<file path="src/rtl/trigger_sequencer_pkg.sv">
// Shared exec-state encodings and timestamp constants for the trigger sequencer,
// the time counter and the event packer.
package trigger_sequencer_pkg;

  typedef enum logic [1:0] {
    ST_INIT    = 2'b00,
    ST_ARMED   = 2'b01,
    ST_HOLDOFF = 2'b10,
    ST_TRG     = 2'b11
  } exec_state_t;

  localparam int TIME_STAMP_WIDTH_DEFAULT = 16;
  // Timestamp value that means "timebase not running"; a live run never shows it.
  localparam int TIME_RESERVED   = 0;
  localparam int TRG_COUNT_WIDTH = 16;

  function automatic logic [TRG_COUNT_WIDTH-1:0] trg_count_inc(
    input logic [TRG_COUNT_WIDTH-1:0] value
  );
    return (&value) ? value : value + TRG_COUNT_WIDTH'(1);
  endfunction

endpackage

</file>
<file path="src/rtl/trigger_sequencer_tick_prescaler.sv">
// Divides AXIS_ACLK by DIVIDE_NUM into a one-cycle time tick while enabled;
// the count is held at zero when disabled or cleared.
module tick_prescaler #(
  parameter int DIVIDE_NUM = 5
) (
  input  logic AXIS_ACLK,
  input  logic AXIS_ARESET,
  input  logic enable,
  input  logic clear,
  output logic time_tick
);

  localparam int CNT_W = (DIVIDE_NUM > 1) ? $clog2(DIVIDE_NUM) : 1;
  localparam logic [CNT_W-1:0] CNT_MAX = CNT_W'(DIVIDE_NUM - 1);

  logic [CNT_W-1:0] count_reg;
  logic [CNT_W-1:0] count_next;

  always_comb begin
    count_next = '0;
    if (enable && !clear && (count_reg != CNT_MAX)) begin
      count_next = count_reg + CNT_W'(1);
    end
  end

  always_ff @(posedge AXIS_ACLK or posedge AXIS_ARESET) begin
    if (AXIS_ARESET) begin
      count_reg <= '0;
    end else begin
      count_reg <= count_next;
    end
  end

  // With DIVIDE_NUM=1 the count sits at CNT_MAX=0, so every enabled cycle ticks.
  assign time_tick = enable && (count_reg == CNT_MAX);

endmodule

</file>
<file path="src/rtl/trigger_sequencer.sv">
// Run/trigger controller: exec-state FSM, timebase and trigger timestamp stream.
// Optional macro TRG_RETRIGGER_EN lets TRG_IN extend the post-trigger window.
module trigger_sequencer
  import trigger_sequencer_pkg::*;
#(
  parameter int TIME_STAMP_WIDTH = TIME_STAMP_WIDTH_DEFAULT,
  parameter int DIVIDE_NUM       = 5,
  parameter int POST_TRG_SAMPLES = 32,
  parameter int HOLDOFF_TICKS    = 8
) (
  input  logic                        AXIS_ACLK,
  input  logic                        AXIS_ARESET,
  input  logic                        RUN_START,
  input  logic                        RUN_STOP,
  input  logic                        TRG_IN,
  output logic [1:0]                  O_EXEC_STATE,
  output logic                        O_TIME_TICK,
  output logic [TIME_STAMP_WIDTH-1:0] O_CURRENT_TIME,
  output logic [TIME_STAMP_WIDTH-1:0] O_STAMP_TDATA,
  output logic                        O_STAMP_TVALID,
  input  logic                        STAMP_TREADY,
  output logic                        O_OVERRUN,
  output logic [TRG_COUNT_WIDTH-1:0]  O_TRG_COUNT
);

  localparam int POST_W = $clog2(POST_TRG_SAMPLES + 1);
  localparam int HOLD_W = $clog2(HOLDOFF_TICKS + 1);
  localparam logic [POST_W-1:0] POST_LAST = POST_W'(POST_TRG_SAMPLES - 1);
  localparam logic [HOLD_W-1:0] HOLD_LAST = HOLD_W'(HOLDOFF_TICKS - 1);
  localparam logic [TIME_STAMP_WIDTH-1:0] TIME_MAX   = '1;
  localparam logic [TIME_STAMP_WIDTH-1:0] TIME_FIRST = TIME_STAMP_WIDTH'(TIME_RESERVED + 1);

  exec_state_t                  state_reg, state_next;
  logic [POST_W-1:0]            post_cnt_reg, post_cnt_next;
  logic [HOLD_W-1:0]            hold_cnt_reg, hold_cnt_next;
  logic [TIME_STAMP_WIDTH-1:0]  time_reg, time_next;
  logic [TIME_STAMP_WIDTH-1:0]  tdata_reg, tdata_next;
  logic                         tvalid_reg, tvalid_next;
  logic                         overrun_reg, overrun_next;
  logic [TRG_COUNT_WIDTH-1:0]   trg_count_reg, trg_count_next;

  logic time_tick;
  logic start_accept;
  logic trg_hit;
  logic stamp_free;
  logic retrigger;

  tick_prescaler #(
    .DIVIDE_NUM (DIVIDE_NUM)
  ) u_tick_prescaler (
    .AXIS_ACLK   (AXIS_ACLK),
    .AXIS_ARESET (AXIS_ARESET),
    .enable      (state_reg != ST_INIT),
    .clear       (RUN_STOP),
    .time_tick   (time_tick)
  );

  assign start_accept = (state_reg == ST_INIT) && RUN_START && !RUN_STOP;
  assign trg_hit      = (state_reg == ST_ARMED) && TRG_IN && !RUN_STOP;
  // A pending stamp being accepted this very cycle frees the slot for a new one.
  assign stamp_free   = !tvalid_reg || STAMP_TREADY;

`ifdef TRG_RETRIGGER_EN
  // post_cnt_reg is zero only in the entry cycle, so the initial hit never retriggers.
  assign retrigger = (state_reg == ST_TRG) && TRG_IN && (post_cnt_reg != '0);
`else
  assign retrigger = 1'b0;
`endif

  always_comb begin
    state_next    = state_reg;
    post_cnt_next = post_cnt_reg;
    hold_cnt_next = hold_cnt_reg;
    if (RUN_STOP) begin
      state_next    = ST_INIT;
      post_cnt_next = '0;
      hold_cnt_next = '0;
    end else begin
      case (state_reg)
        ST_INIT: begin
          if (RUN_START) state_next = ST_ARMED;
        end
        ST_ARMED: begin
          if (TRG_IN) begin
            state_next    = ST_TRG;
            post_cnt_next = '0;
          end
        end
        ST_TRG: begin
          // Reload to 1: the retriggering cycle is the first of the new window.
          if (retrigger) begin
            post_cnt_next = POST_W'(1);
          end else if (post_cnt_reg >= POST_LAST) begin
            state_next    = ST_HOLDOFF;
            post_cnt_next = '0;
            hold_cnt_next = '0;
          end else begin
            post_cnt_next = post_cnt_reg + POST_W'(1);
          end
        end
        ST_HOLDOFF: begin
          if (time_tick) begin
            if (hold_cnt_reg == HOLD_LAST) begin
              state_next    = ST_ARMED;
              hold_cnt_next = '0;
            end else begin
              hold_cnt_next = hold_cnt_reg + HOLD_W'(1);
            end
          end
        end
        default: state_next = ST_INIT;
      endcase
    end
  end

  always_comb begin
    time_next      = time_reg;
    tdata_next     = tdata_reg;
    tvalid_next    = tvalid_reg;
    overrun_next   = overrun_reg;
    trg_count_next = trg_count_reg;
    if (RUN_STOP) begin
      time_next   = '0;
      tvalid_next = 1'b0;
    end else begin
      if (start_accept) begin
        time_next      = TIME_FIRST;
        overrun_next   = 1'b0;
        trg_count_next = '0;
      end else if ((state_reg != ST_INIT) && time_tick) begin
        time_next = (time_reg == TIME_MAX) ? TIME_FIRST : time_reg + TIME_STAMP_WIDTH'(1);
      end
      if (tvalid_reg && STAMP_TREADY) tvalid_next = 1'b0;
      if (trg_hit) begin
        if (stamp_free) begin
          tdata_next     = time_reg;
          tvalid_next    = 1'b1;
          trg_count_next = trg_count_inc(trg_count_reg);
        end else begin
          overrun_next = 1'b1;
        end
      end
    end
  end

  always_ff @(posedge AXIS_ACLK or posedge AXIS_ARESET) begin
    if (AXIS_ARESET) begin
      state_reg     <= ST_INIT;
      post_cnt_reg  <= '0;
      hold_cnt_reg  <= '0;
      time_reg      <= '0;
      tdata_reg     <= '0;
      tvalid_reg    <= 1'b0;
      overrun_reg   <= 1'b0;
      trg_count_reg <= '0;
    end else begin
      state_reg     <= state_next;
      post_cnt_reg  <= post_cnt_next;
      hold_cnt_reg  <= hold_cnt_next;
      time_reg      <= time_next;
      tdata_reg     <= tdata_next;
      tvalid_reg    <= tvalid_next;
      overrun_reg   <= overrun_next;
      trg_count_reg <= trg_count_next;
    end
  end

  assign O_EXEC_STATE   = state_reg;
  assign O_TIME_TICK    = time_tick;
  assign O_CURRENT_TIME = time_reg;
  assign O_STAMP_TDATA  = tdata_reg;
  assign O_STAMP_TVALID = tvalid_reg;
  assign O_OVERRUN      = overrun_reg;
  assign O_TRG_COUNT    = trg_count_reg;

endmodule
</file>
<file path="config.mk">
export PLATFORM = sky130hd
export DESIGN_NAME = trigger_sequencer
export DESIGN_NICKNAME = d
export VERILOG_FILES = /design/src/rtl/trigger_sequencer_pkg.sv /design/src/rtl/trigger_sequencer_tick_prescaler.sv /design/src/rtl/trigger_sequencer.sv
export SDC_FILE = /design/constraint.sdc
export NUM_CORES = 1
export LEC_CHECK = 0
export ABC_AREA = 1
export BUFFER_PORTS_ARGS = -buffer_cell sky130_fd_sc_hd__buf_4
export CAP_MARGIN = 10
export CORE_UTILIZATION = 55
export DETAILED_ROUTE_END_ITERATION = 8
export PLACE_DENSITY = 0.78
export SYNTH_ARGS = -nofsm -noshare
export SYNTH_HDL_FRONTEND = slang
export SYNTH_SLANG_ARGS = --single-unit
</file>
<file path="constraint.sdc">
create_clock -name AXIS_ACLK -period 5.35 [get_ports AXIS_ACLK]
set_input_delay 0.8025 -clock AXIS_ACLK [delete_from_list [all_inputs] [get_ports AXIS_ACLK]]
set_output_delay 0.8025 -clock AXIS_ACLK [all_outputs]
set_load 0.1 [all_outputs]
</file>
# Word-level counts from Yosys, hierarchy flattened
# Index checks and enable logic that the tools add are counted.
word_totals:
  input_bits: 6
  wordCells: 84
  regBits: 65
classes:
  bitwise: 1
  eq_ne: 13
  n_reduce_logical: 23
  magnitude_cmp: 1
  n_addsub: 5
  n_mux: 32
op_table:
  columns: ["cell", "count"]
  rows:
  - ["2-to-1 mux 16 bit", 8]
  - ["adder 16 x 1 -> 16 bit (second input constant)", 2]
  - ["!= test 3 bit (second input constant)", 7]
  - ["2-to-1 mux 6 bit", 3]
  - ["equality test 16 bit (second input constant)", 1]
  - ["2-to-1 mux 4 bit", 4]
  - ["AND reduction 16 bit", 1]
  - ["2-to-1 mux 2 bit", 6]
  - ["case mux 6 bit (2 select lines)", 1]
  - ["logical AND 1 bit", 9]
  - ["nonzero test 3 bit", 3]
  - ["case mux 2 bit (4 select lines)", 1]
  - ["case mux 4 bit (2 select lines)", 1]
  - ["2-to-1 mux 1 bit", 7]
  - ["adder 6 x 1 -> 6 bit (second input constant)", 1]
  - ["greater-or-equal comparator 6 x 5 -> 1 bit (second input constant)", 1]
  - ["AND reduction 3 bit", 2]
  - ["AND reduction 5 bit", 1]
  - ["adder 4 x 1 -> 4 bit (second input constant)", 1]
  - ["equality test 2 bit (second input constant)", 2]
  - ["equality test 4 x 3 -> 1 bit (second input constant)", 1]
  - ["AND reduction 2 bit", 2]
  - ["adder 3 x 1 -> 3 bit (second input constant)", 1]
  - ["equality test 3 bit (second input constant)", 1]
  - ["other kinds (7)", 8]

# Depth between registers and ports, before layout
logic_depth:
  depth_word: 6
  mapped_depth: 13
  mapped_depth_nobuf: 12

# Cells and area by module
# A second synthesis with hierarchy kept.
hier_totals:
  hier_cells: 510
  area_unflattened_um2: 3714.8
modules_own_cells:
  columns: ["module", "cells_per_inst", "area_each_um2", "n_inst", "seq_area_each_um2"]
  rows:
  - ["trigger_sequencer", 488, 3548.4, 1, 1551.5]
  - ["tick_prescaler", 22, 166.4, 1, 75.1]

# Worst setup path after synthesis
# No wires, ideal clock.
synth_timing:
  path_kind: "reg2out"
  from: "reg state_reg[0] (netlist: O_EXEC_STATE[0])"
  to: "out O_TIME_TICK"
  required_ns: 4.548
  path_buffers: 0
  path_slack_ns: 2.623
  t_arrival_ns: 1.925
  path_stages_with_launch: 5
  cell_sequence: "dfrtp_1 > inv_2 > nand2_1 > nand2_1 > inv_1"
synth_between:
  elab_chain_len: 2
synth_rtl:
  columns: ["item", "line_no", "source"]
  rows:
  - ["start, declared", "trigger_sequencer.sv:33", "exec_state_t state_reg, state_next;"]
  - ["start signal, assigned", "trigger_sequencer.sv:157", "state_reg <= state_next;"]
  - ["nonzero test 2 bit", "trigger_sequencer.sv:53", ".enable (state_reg != ST_INIT),"]
  - ["logical AND 1 bit", "trigger_sequencer_tick_prescaler.sv:35", "assign time_tick = enable && (count_reg == CNT_MAX);"]
  - ["end, declared", "trigger_sequencer.sv:17", "output logic O_TIME_TICK,"]
# No other way between the ends.

# Final worst setup path
layout_timing:
  from: "reg u_tick_prescaler.count_reg[0]"
  to: "out O_TIME_TICK"
layout_between:
  elab_chain_len: 2
layout_rtl:
  columns: ["item", "line_no", "source"]
  rows:
  - ["start, declared", "trigger_sequencer_tick_prescaler.sv:16", "logic [CNT_W-1:0] count_reg;"]
  - ["start signal, assigned", "trigger_sequencer_tick_prescaler.sv:30", "count_reg <= count_next;"]
  - ["equality test 3 bit", "trigger_sequencer_tick_prescaler.sv:35", null]
  - ["logical AND 1 bit", "trigger_sequencer_tick_prescaler.sv:35", null]
# No other way between the ends.

==> summary.txt <==
STA
  • Slew Limit Fails: 0
  • RSZ-0062 raised after global routing: no
  • Fmax: 412 MHz
  • Worst Clk Skew: about 7.4 ps
  • Worst-Margin Slew: just over 800 ps
  • Hold Vio Cnt, Final: 0
  • Fin Setup TNS: 0 ps
  • Max-Slew Margin vs Limit: 0.459
  • Final worst-path cycle share: 0.453
  • Setup Viol. Count Final: 0
  • Hold_ws: 469 ps
  • Final Critical Period: 2430 ps

Finish
  • P&R area growth vs syn: 18.5%
  • Layout Nets: 532
  • Layout cell share with drive strength beyond 1: 0.200
  • Layout fillers: 537
  • # diodes: 0

Critical path
  • Critical path's top delay family: buffers and inverters
  • Critical Path Max Stage Delay: 400 ps
  • Critical Path Source Type: flop
  • WP data required: 4550 ps
  • Length in cells of the worst reg-to-reg path: 9
  • Crit path max fanout: 3
  • R2r endpoint: O_TRG_COUNT[11]
  • Slowest library cell on the worst path: dfrtp_1
  • Kind of critical path: reg2out
  • Most used cell, CP: inv_1
  • R2R Path Start: O_TRG_COUNT[0]
  • Arr. time, crit path: 1620 ps
  • Crit path depth: 7
  • Critical Path End Type: output port
  • Reg2Reg Setup Slack: 3320 ps
  • CP cell instances: inv_1 > ha_1 > nand2_1 > inv_1 > nand2_1 > inv_1 > buf_4
  • WP buf/inv: 4

Detailed routing
  • Aggregate routed wire length: between 7000 and 8000 microns
  • Pre-antenna DRT Iters: 4
  • # DRC: 0
  • Routed Antenna Nets: 0
  • Routed vias: 3,134
  • Vias per cell: 5.22
  • Drt wl/cell: 12.8 microns
  • Initial DRC count: 231

Floorplanning
  • Boundary Pins: 59
  • Chip height: 81.5 microns
  • Core Footprint: 6030 sq um
  • Horiz. Die Dim: slightly above 80 microns
  • Die area: 6650 sq um
  • Starting Density: 0.577
  • Core Rows: 28

Yosys
  • Post-synth cell types: 33
  • Sequential fraction of the synthesis area: 0.468
  • Syn Inst Count: 458
  • Synth Area per Inst: 7.59 sq um
  • Yosys reg bits: 65
  • Netlist Area Pre-Place: about 3500 sq um
  • Synth warnings: 0
  • Syn_nets: 470

Clocking
  • CTS Buffer Depth: 2
  • Clock transition at path regs: 80 ps
  • Clock latency at the later pin of the worst-skew pair: 340 ps
  • Setup bufs post-CTS: 0
  • CTS Hold Bufs: 0
  • CTS buffer count: 9
  • CTS tree: yes
  • H-tree depth: 3
  • Clock Sinks: 65
  • Root Driver: clkbuf_8
  • CTS resizes: 0

Hold path
  • Hold path start: u_tick_prescaler.count_reg[0]
  • Hold EP: u_tick_prescaler.count_reg[0]
  • Hold crit path type: reg2reg
  • Hold Path Stages: 1

Placed design
  • Port bufs: 58
  • DPL Wire Length: between 5000 and 6000 microns
  • Final GP Congestion: 0.915

Outcome
  • Status: completed

Global route
  • Vias in the first global route: around 2,800
  • Largest net degree at the start of global routing: 66
  • Initial antenna violation count: 0
  • GR Overflow Total: 0
  • Total track usage: 0.250
  • First-pass GRT wire length: 12,600 microns

Power and ir drop
  • Maximum VDD drop: 0.433 mV
  • Pwr per Cell Area: 392 nW/um^2
  • Leak: 0.00207 uW

Run
  • Max_cap viols: 0
==> metal layers <==
layer  GRT usage  part of all wire  up-vias
li1            -                 -     1586
met1       0.335              0.47     1466
met2       0.396              0.47       74
met3      0.0533             0.045        8
met4      0.0964            0.0089        0
met5           0                 0        -
==> synth_stat cells, drive strengths merged <==
cell type | number | share of area
nand3b | 1 | 0.0022
a32o | 1 | 0.0029
xor2 | 1 | 0.0025
o21ai | 38 | 0.055
inv | 63 | 0.069
or2 | 1 | 0.0018
clkinv | 1 | 0.0011
xnor2 | 3 | 0.0076
nor3b | 1 | 0.0022
a21oi | 21 | 0.032
buf | 8 | 0.019
nand3 | 33 | 0.052
dfrtp | 65 | 0.47
nand4 | 9 | 0.016
a211oi | 1 | 0.0022
o21a | 2 | 0.0043
nand2 | 139 | 0.15
ha | 6 | 0.022
nor3 | 9 | 0.016
nor4 | 1 | 0.0018
o22ai | 1 | 0.0018
nor2 | 53 | 0.068
==> worst max-delay path by stage <==
stage	start	to	slack, ps
floorplan	O_EXEC_STATE[0]	O_TIME_TICK	2620
global placement	RUN_STOP	O_TRG_COUNT[10]	2970
detailed placement	RUN_STOP	O_TRG_COUNT[10]	2920
CTS	u_tick_prescaler.count_reg[0]	O_TIME_TICK	2910
global route	u_tick_prescaler.count_reg[0]	O_TIME_TICK	2820
finish	u_tick_prescaler.count_reg[0]	O_TIME_TICK	2920
==> area by class of cell <==
type / instances / area [sq um] / share of cell area
flip-flops and latches: 65 / 1630 / 0.395
well taps: 75 / 93.8 / 0.0228
clock inverters: 4 / 28.8 / 0.00698
multi-input cells: 321 / 1540 / 0.374
repair buffers: 59 / 443 / 0.107
clock buffers: 12 / 145 / 0.0352
inverters: 64 / 243 / 0.0589
==> metrics by stage <==
step	power (uW)	area, sq um	std cells	util	worst slack [ps]
after floorplan	1120	3480	458	-	2620
after detailed placement	1260	3950	584	0.655	2920
after CTS	1620	4120	600	0.684	2910
after global placement	1240	3950	584	0.655	2970
after global routing	1700	4120	600	0.684	2820
final	1620	4120	600	0.684	2920
==> cells by family (layout without fill, tap and decap cells) <==
| kind of cell | after synthesis | count (layout) | synth area share |
|---|---|---|---|
| buf+inv | 72 | 139 | 0.0888 |
| simple gates | 247 | 247 | 0.314 |
| xor+xnor | 4 | 4 | 0.0101 |
| compound gates | 64 | 64 | 0.0982 |
| flops | 65 | 65 | 0.468 |
| fa+ha+maj | 6 | 6 | 0.0216 |
==> where the power goes <==
| group | leakage, uW | switching (uW) | internal, uW |
|---|---|---|---|
| sequential | 0.000895 | 67.6 | 545 |
| clock | 0.0000826 | 189 | 181 |
| combinational | 0.00109 | 501 | 132 |
==> placed cells by master, fill, tap and decap left out, types with 2 or more instances in the layout <==
cell type	synthesis	layout
nand2_1	134	134
dfrtp_1	65	65
buf_4	3	59
inv_1	55	54
nor2_1	42	42
nand3_1	30	30
o21ai_1	23	23
a21oi_1	19	19
o21ai_0	15	15
clkbuf_8	0	10
nor2_2	9	9
nand4_1	9	9
inv_2	7	8
nor3_1	8	8
ha_1	6	6
nand2_2	5	5
nand3_2	3	3
xnor2_1	3	3
nor2_4	2	2
a21oi_2	2	2
o21a_1	2	2
clkinvlp_4	0	2
clkbuf_1	0	2
Note: power is estimated with default switching activity, not from simulation.
